`config.mk`:
```
export PLATFORM = sky130hd
export DESIGN_NAME = btn_event_scheduler
export DESIGN_NICKNAME = d
export VERILOG_FILES = /design/src/rtl/btn_sched_pkg.sv /design/src/rtl/btn_chan.sv /design/src/rtl/btn_event_scheduler.sv
export SDC_FILE = /design/constraint.sdc
export NUM_CORES = 1
export LEC_CHECK = 0
export CORE_MARGIN = 10
export CORE_UTILIZATION = 40
export CTS_CLUSTER_DIAMETER = 100
export CTS_CLUSTER_SIZE = 14
export DETAILED_ROUTE_END_ITERATION = 12
export PLACE_DENSITY_LB_ADDON = 0.12
export REMOVE_ABC_BUFFERS = 1
export SYNTH_ARGS = -nofsm -noshare
export SYNTH_HDL_FRONTEND = slang
export SYNTH_SLANG_ARGS = --single-unit
```
`constraint.sdc`:
```
create_clock -name clk -period 2.4 [get_ports clk]
set_clock_uncertainty 0.05 [all_clocks]
set_input_delay 0.48 -clock clk [delete_from_list [all_inputs] [get_ports clk]]
set_output_delay 0.48 -clock clk [all_outputs]
set_load 0.03 [all_outputs]
```
`src/rtl/btn_sched_pkg.sv`:
```
// Shared types and defaults for the button event scheduler.
// The FSM state enum, default sizes and the event-id width helper live here.
package btn_sched_pkg;

  typedef enum logic {IDLE, PRESENT} state_t;

  localparam int DIV_W_DEF        = 17;
  localparam int REPEAT_TICKS_DEF = 32;

  function automatic int id_width(input int n);
    return (n > 1) ? $clog2(n) : 1;
  endfunction

endpackage

```
`src/rtl/btn_chan.sv`:
```
// One button channel: 3-sample history on the shared tick, rise detect, and the
// optional hold/auto-repeat counter (built only with BTN_HOLD_REPEAT_EN).
module btn_chan
  import btn_sched_pkg::*;
#(
  parameter int REPEAT_TICKS = REPEAT_TICKS_DEF
) (
  input  logic clk,
  input  logic rst,
  input  logic tick,
  input  logic tick_d,
  input  logic btn,
  output logic rise,
  output logic rep_req,
  output logic level
);

  logic [2:0] hist;

  // Newest sample enters at the top; hist[1] is the debounced level.
  always_ff @(posedge clk) begin
    if (!rst) begin
      hist <= '0;
    end else if (tick) begin
      hist <= {btn, hist[2:1]};
    end
  end

  assign level = hist[1];
  assign rise  = tick_d & hist[1] & ~hist[0];

`ifdef BTN_HOLD_REPEAT_EN
  localparam int HOLD_W = $clog2(REPEAT_TICKS + 1);

  logic [HOLD_W-1:0] hold_cnt;

  // The request fires on the tick that would bring the count to REPEAT_TICKS.
  assign rep_req = tick_d & hist[1] & ~rise &
                   (hold_cnt == HOLD_W'(REPEAT_TICKS - 1));

  always_ff @(posedge clk) begin
    if (!rst) begin
      hold_cnt <= '0;
    end else if (rise || !hist[1] || rep_req) begin
      hold_cnt <= '0;
    end else if (tick_d) begin
      hold_cnt <= hold_cnt + 1'b1;
    end
  end
`else
  logic unused_cfg;
  assign unused_cfg = (REPEAT_TICKS > 0);
  assign rep_req    = 1'b0;
`endif

endmodule

```
`src/rtl/btn_event_scheduler.sv`:
```
// Shared push-button front end: common tick divider, per-button debounce and
// pending event, round-robin serialisation onto a valid/ready event port.
// Auto-repeat on long holds is enabled by defining BTN_HOLD_REPEAT_EN.
module btn_event_scheduler
  import btn_sched_pkg::*;
#(
  parameter  int N_BTN        = 4,
  parameter  int DIV_W        = DIV_W_DEF,
  parameter  int REPEAT_TICKS = REPEAT_TICKS_DEF,
  localparam int ID_W         = id_width(N_BTN)
) (
  input  logic             clk,
  input  logic             rst,
  input  logic [N_BTN-1:0] btn_in,
  output logic             evt_valid,
  input  logic             evt_ready,
  output logic [ID_W-1:0]  evt_id,
  output logic             evt_repeat,
  output logic             evt_drop,
  output logic [N_BTN-1:0] btn_level
);

  logic [DIV_W-1:0] div_cnt;
  logic             tick;
  logic             tick_d;

  logic [N_BTN-1:0] rise;
  logic [N_BTN-1:0] rep_req;
  logic [N_BTN-1:0] set_req;
  logic [N_BTN-1:0] clr_req;
  logic [N_BTN-1:0] drop_vec;
  logic [N_BTN-1:0] pending;

  state_t           state;
  state_t           state_next;
  logic             load;
  logic             accept;
  logic             sel_found;
  logic [ID_W-1:0]  sel_id;
  logic [ID_W-1:0]  cand;
  logic [ID_W-1:0]  rr;

  always_ff @(posedge clk) begin
    if (!rst) begin
      div_cnt <= '0;
      tick_d  <= 1'b0;
    end else begin
      div_cnt <= div_cnt + 1'b1;
      tick_d  <= tick;
    end
  end

  assign tick = &div_cnt;

  for (genvar i = 0; i < N_BTN; i++) begin : g_chan
    btn_chan #(.REPEAT_TICKS(REPEAT_TICKS)) u_chan (
      .clk     (clk),
      .rst     (rst),
      .tick    (tick),
      .tick_d  (tick_d),
      .btn     (btn_in[i]),
      .rise    (rise[i]),
      .rep_req (rep_req[i]),
      .level   (btn_level[i])
    );
  end

  // A new request on a button whose event is still waiting is lost, unless
  // that very event is being accepted in the same cycle.
  always_comb begin
    set_req  = '0;
    clr_req  = '0;
    drop_vec = '0;
    for (int i = 0; i < N_BTN; i++) begin
      set_req[i]  = rise[i] | rep_req[i];
      clr_req[i]  = accept && (evt_id == ID_W'(i));
      drop_vec[i] = set_req[i] & pending[i] & ~clr_req[i];
    end
  end

  always_ff @(posedge clk) begin
    if (!rst) begin
      pending  <= '0;
      evt_drop <= 1'b0;
    end else begin
      evt_drop <= |drop_vec;
      for (int i = 0; i < N_BTN; i++) begin
        if (set_req[i]) begin
          pending[i] <= 1'b1;
        end else if (clr_req[i]) begin
          pending[i] <= 1'b0;
        end
      end
    end
  end

  // First pending button at or above the round-robin pointer, wrapping.
  always_comb begin
    sel_found = 1'b0;
    sel_id    = '0;
    cand      = '0;
    for (int k = 0; k < N_BTN; k++) begin
      cand = ID_W'((int'(rr) + k) % N_BTN);
      if (!sel_found && pending[cand]) begin
        sel_found = 1'b1;
        sel_id    = cand;
      end
    end
  end

  always_ff @(posedge clk) begin
    if (!rst) begin
      state <= IDLE;
    end else begin
      state <= state_next;
    end
  end

  always_comb begin
    state_next = state;
    load       = 1'b0;
    accept     = 1'b0;
    case (state)
      IDLE: begin
        if (sel_found) begin
          load       = 1'b1;
          state_next = PRESENT;
        end
      end
      PRESENT: begin
        if (evt_ready) begin
          accept     = 1'b1;
          state_next = IDLE;
        end
      end
    endcase
  end

  assign evt_valid = (state == PRESENT);

  always_ff @(posedge clk) begin
    if (!rst) begin
      evt_id <= '0;
      rr     <= '0;
    end else begin
      if (load) begin
        evt_id <= sel_id;
      end
      if (accept) begin
        rr <= (evt_id == ID_W'(N_BTN - 1)) ? '0 : evt_id + 1'b1;
      end
    end
  end

`ifdef BTN_HOLD_REPEAT_EN
  logic [N_BTN-1:0] pend_rep;

  // A fresh press clears the repeat flag; a dropped request leaves it alone.
  always_ff @(posedge clk) begin
    if (!rst) begin
      pend_rep   <= '0;
      evt_repeat <= 1'b0;
    end else begin
      for (int i = 0; i < N_BTN; i++) begin
        if (set_req[i] && !drop_vec[i]) begin
          pend_rep[i] <= rep_req[i];
        end
      end
      if (load) begin
        evt_repeat <= pend_rep[sel_id];
      end
    end
  end
`else
  assign evt_repeat = 1'b0;
`endif

endmodule
```
# == Yosys cells after proc, flatten, opt, wreduce, memory -nomap -nowiden ==
# Cells that the tools add are included.
# totals
reg_bits,40
inputBits,7
out_inout_bits,9
wordCells,99
# op_classes
addsub,5
n_lt_le_gt_ge,4
n_eq_ne,3
muxes,31
bitwise_logic,25
n_reduce_logical,17
# op_table
op,count
$mux 1,21
$add 17x1->17 const B,1
$reduce_and 17->1,1
$and 1x1->1,16
$lt 2x3->1 const B,4
$mux 2,5
$not 1->1,9
$bmux 1 s2,4
$reduce_bool 2->1,4
$logic_and 1x1->1,7
$add 2x1->2 const B,2
$add 2x2->2 const B,2
$eq 2x2->1 const B,2
$reduce_or 4->1,1
$logic_not 1->1,3
$eq 2x1->1 const B,1
$logic_not 2->1,1
$pmux 1 s2,1

# == Logic depth before layout (Yosys ltp) ==
# depth
ltp_word,14
ltp_mapped,9
ltp_nobuf,7

# == Cells and area by module ==
# Synthesis repeated with hierarchy kept, for this count alone.
# hier_totals
cells_unflattened,198
hier_area_um2,1841.8
# by_module_without_submodules
mod,instances,cells_each,area_each_um2,seq_area_each_um2
btn_event_scheduler,1,150,1326.3,560.5
btn_chan,4,12,128.9,60.1

# == Worst setup path before layout ==
# OpenSTA, ideal clock, no wires.
# synth_path
kind,flip-flop to flip-flop
startpoint,reg div_cnt[0]
endpoint,reg g_chan[0].u_chan.hist[0]
setup_time_ns,0.116
arrival_ns,1.945
required_ns,2.234
slack_ns,0.289
stages_incl_launch_ff,10
n_path_buf,2
period_less_slack_ns,2.111
cell_sequence,dfxtp_1 ha_1 nand2_1 nor3_1 and3_1 ha_1 clkbuf_1 buf_2 mux2i_1 nor2b_1
# synth_between
elab_chain_len,1
# synth_lines
item,line,text
start: declaration,btn_event_scheduler.sv:23,logic [DIV_W-1:0] div_cnt;
start signal: assignment,btn_event_scheduler.sv:48,div_cnt <= div_cnt + 1'b1;
$reduce_and 17->1,btn_event_scheduler.sv:53,assign tick = &div_cnt;
named net g_chan[0].u_chan.tick,btn_chan.sv:10,"input logic tick,"
end signal: assignment,btn_chan.sv:25,"hist <= {btn, hist[2:1]};"
end: declaration,btn_chan.sv:18,logic [2:0] hist;
# The timed path passes the listed nets, and every way through them passes these cells.
# A chain may end at the register's enable or synchronous reset.

# == Worst setup path after layout ==
# layout_path
startpoint,reg div_cnt[0]
endpoint,reg g_chan[1].u_chan.hist[2]
# layout_between
elab_chain_len,1
# layout_lines
item,line
$reduce_and 17->1,btn_event_scheduler.sv:53
named net g_chan[0].u_chan.tick,btn_chan.sv:10
end signal: assignment,btn_chan.sv:25
end: declaration,btn_chan.sv:18
# The timed path passes the listed nets, and every way through them passes these cells.

==> flow_summary.toml <==
[power_and_ir_drop]
cell_pwr_density_mw_per_mm2 = 596
max-vdd-ir-drop_v = 0.000281
power_leakage_nw = 0.766

[worst_hold_path]
timing.hold.worst_path_depth = 1
hold_path_end = "div_cnt[0]$_SDFF_PN0_"
hp-class = "reg2reg"
min-delay-start = "div_cnt[0]$_SDFF_PN0_"

[clock_network]
clk_transition_reported_paths_ns = 0.08
cts_resized = 0
cts.hold.buffers_added = 0
numClockSinks = 40
clk_path_buf_depth = 2
cts_inserted_buffers = 5
cts.htree.levels = 2
clk_latency_ns = 0.29
tritoncts = "built"
post_cts_buffers = 0
cell_at_the_root_of_the_clock_tree = "sky130_fd_sc_hd__clkbuf_8"

[sta]
timing.max_slew.rel_slack = 0.652
clock.fmax_mhz = 485
layout_setup_ws_ns = 0.336
timing_hold_violations_final = 0
unrepaired_setup_endpoints_after_global_routing = "no"
final_min_period_over_clock_period = 0.860
report.final.setup_viol = 0
totalNegativeSetupSlack_ns = 0
worstMarginPinSlew_ns = 0.517
fin_crit_ns = 2.06
timing.final.max_slew_violations = 0

[placed_design]
gp_routability_congestion = 0.742
buffer_ports.inserted = 14
dp.final_hpwl_um = 2410
dp_worst_setup_slack_ns = 0.327

[worst_setup_path]
critical_path.max_fanout = 13
timing.reg2reg.worst_path_depth = 8
timing.critical_path.required_ns = 2.54
setup.worst_path.class = "reg2reg"
timing.critical_path.from = "div_cnt[0]$_SDFF_PN0_"
worstSetupEndpointType = "register"
r2r_end = "g_chan[1].u_chan.hist[2]$_SDFFE_PN0P_"
reg2reg_setup_slack_ns = 0.34
timing.critical_path.arrival_ns = 2.21
cp-start-kind = "register"
regToRegStartpoint = "div_cnt[0]$_SDFF_PN0_"

[synth]
synthesis.instances = 195
ys_ff_latch = 40
average_size_of_a_mapped_cell_um2 = 9.44
ys.warnings.count = 0
synth.distinct_cells = 37
top_cell_type_by_total_area_after_synthesis = "sky130_fd_sc_hd__dfxtp_1"
area_share_of_the_largest_cell_type_after_synthesis = 0.435
synth_enable_flop_cells = 0
synthTopCellsByArea = "sky130_fd_sc_hd__dfxtp_1 43%, sky130_fd_sc_hd__mux2i_1 8.7%, sky130_fd_sc_hd__nor2b_1 7.5%"
async_flop_share = 0
synth-seq-area-share = 0.435
postSynth.topFlopCell = "sky130_fd_sc_hd__dfxtp_1"
synth.cell_area_mm2 = 0.00184

[routing]
drt.antenna.violating_nets = 0
route.detailed.vias_per_inst = 5.17
detail_route.wirelength_um = 3410
detailroute.via_count = 1344
drt-pass1-iter-count = 4
first_iter_violations = 71
drcViolationCount = 0
post_detailed_route_wirelength_per_cell_um = 13.1

[final_layout]
num_antenna_cells = 0
fill_cells = 424
layout-drive-gt1-share = 0.0721
nNetsFinal = 220
syn_to_final_growth_pct = 14.7
layout_commonest_cell = "sky130_fd_sc_hd__dfxtp_1"
mostFrequentLayoutCells = "40 x sky130_fd_sc_hd__dfxtp_1, 22 x sky130_fd_sc_hd__nor2b_1, 20 x sky130_fd_sc_hd__nand2_1"

[floorplan]
placementRows = 24
die-width_um = 87.9
chipHeight_um = 87.9
floorplan.io_pins = 16
floorplan.die_area_mm2 = 0.00772
floorplan.initialDensity = 0.417
total_core_area_mm2 = 0.00441

[global_routing]
grt_pass1_vias = 1343
antenna_found_initial = 0
overall_overflow_remaining_after_global_route = 0
grt_start_max_net_pins = 45
grt_first_pass_wirelength_um = 5980
grtUsageTotal = 0.0957

[flow_run]
max-cap-violations = 0

[run_status]
status = "completed"
cells in the mapped netlist, types with 2 or more instances:
master / n
sky130_fd_sc_hd__a21boi_0: 6
sky130_fd_sc_hd__or3_1: 4
sky130_fd_sc_hd__nand2_1: 20
sky130_fd_sc_hd__nand2b_1: 4
sky130_fd_sc_hd__mux2i_1: 16
sky130_fd_sc_hd__a21oi_1: 3
sky130_fd_sc_hd__o21ai_0: 6
sky130_fd_sc_hd__buf_4: 5
sky130_fd_sc_hd__nor4_2: 2
sky130_fd_sc_hd__inv_1: 7
sky130_fd_sc_hd__xnor2_1: 2
sky130_fd_sc_hd__a32oi_1: 2
sky130_fd_sc_hd__nor3_1: 3
sky130_fd_sc_hd__nor2b_1: 22
sky130_fd_sc_hd__and2_1: 10
sky130_fd_sc_hd__and3_1: 2
sky130_fd_sc_hd__ha_1: 6
sky130_fd_sc_hd__xor2_1: 4
sky130_fd_sc_hd__nand4_1: 2
sky130_fd_sc_hd__nand3_1: 8
sky130_fd_sc_hd__a22oi_1: 2
sky130_fd_sc_hd__dfxtp_1: 40
sky130_fd_sc_hd__clkbuf_1: 5
how the worst max path moves through the flow:
stage | slack, ns | endpoint
floorplan | 0.33 | g_chan[1].u_chan.hist[0]$_SDFFE_PN0P_
detailed placement | 0.33 | g_chan[1].u_chan.hist[2]$_SDFFE_PN0P_
finish | 0.34 | g_chan[1].u_chan.hist[2]$_SDFFE_PN0P_
CTS | 0.32 | g_chan[1].u_chan.hist[2]$_SDFFE_PN0P_
global route | 0.15 | g_chan[1].u_chan.hist[2]$_SDFFE_PN0P_
global placement | 0.41 | g_chan[0].u_chan.hist[2]$_SDFFE_PN0P_
critical path: stages, from the launching register on:
cell	delay [ns]
sky130_fd_sc_hd__dfxtp_1	0.36
sky130_fd_sc_hd__ha_1	0.23
sky130_fd_sc_hd__nand2_1	0.13
sky130_fd_sc_hd__nor3_1	0.33
sky130_fd_sc_hd__and3_1	0.21
sky130_fd_sc_hd__ha_1	0.13
sky130_fd_sc_hd__buf_4	0.23
sky130_fd_sc_hd__mux2i_1	0.23
sky130_fd_sc_hd__nor2b_1	0.06
logic make-up (layout without fill, tap and decap cells):
family                     count (synthesis)  count (layout)  share of synthesized area
and+or+nand+nor                           82              82                      0.261
muxes                                     16              16                     0.0870
adders and majority gates                  6               6                     0.0408
DFF                                       40              40                      0.435
xor gates and xnor gates                   6               6                     0.0285
buffers and inverters                     18              31                     0.0476
AOI/OAI and AO/OA                         26              26                     0.0985
other                                      1               1                    0.00204
layer usage:
layer	track usage	wire, µm	up-vias	share of wire
li1	-	-	685	-
met1	0.105	1560	628	0.46
met2	0.160	1630	24	0.48
met3	0.0344	152	7	0.045
met4	0.0464	65	0	0.019
met5	0	0	-	0
stage by stage:
stage / total power, mW / area, µm² / cells / util / hold WS, ns
3_3_place_gp: 0.722 / 2000 / 252 / 0.453 / 0.382
4_1_cts: 1.28 / 2110 / 260 / 0.478 / 0.406
6_report: 1.26 / 2110 / 260 / 0.478 / 0.406
3_5_place_dp: 0.723 / 2000 / 252 / 0.453 / 0.394
5_1_grt: 1.31 / 2110 / 260 / 0.478 / 0.451
2_1_floorplan: 0.701 / 1780 / 184 / - / 0.371
final cells by class:
class,instances,area [µm²],share of cell area
multi-input cells,137,953,0.451
flip-flops and latches,40,801,0.379
well taps,52,65.1,0.0308
clock buffers,5,68.8,0.0326
clock inverters,3,42.5,0.0201
inverters,7,26.3,0.0124
repair buffers,16,155,0.0735
power breakdown:
| group | internal, mW | switching [mW] |
|---|---|---|
| registers | 0.667 | 0.00361 |
| logic | 0.0198 | 0.0165 |
| clock network | 0.308 | 0.243 |
flip-flops by register name (all words and copies together) (netlist names):
signal              flops
div_cnt                17
g_chan.u_chan.hist     12
pending                 4
evt_id                  2
rr                      2
evt_drop                1
evt_valid               1
tick_d                  1
Note: power is estimated with default switching activity, not from simulation.
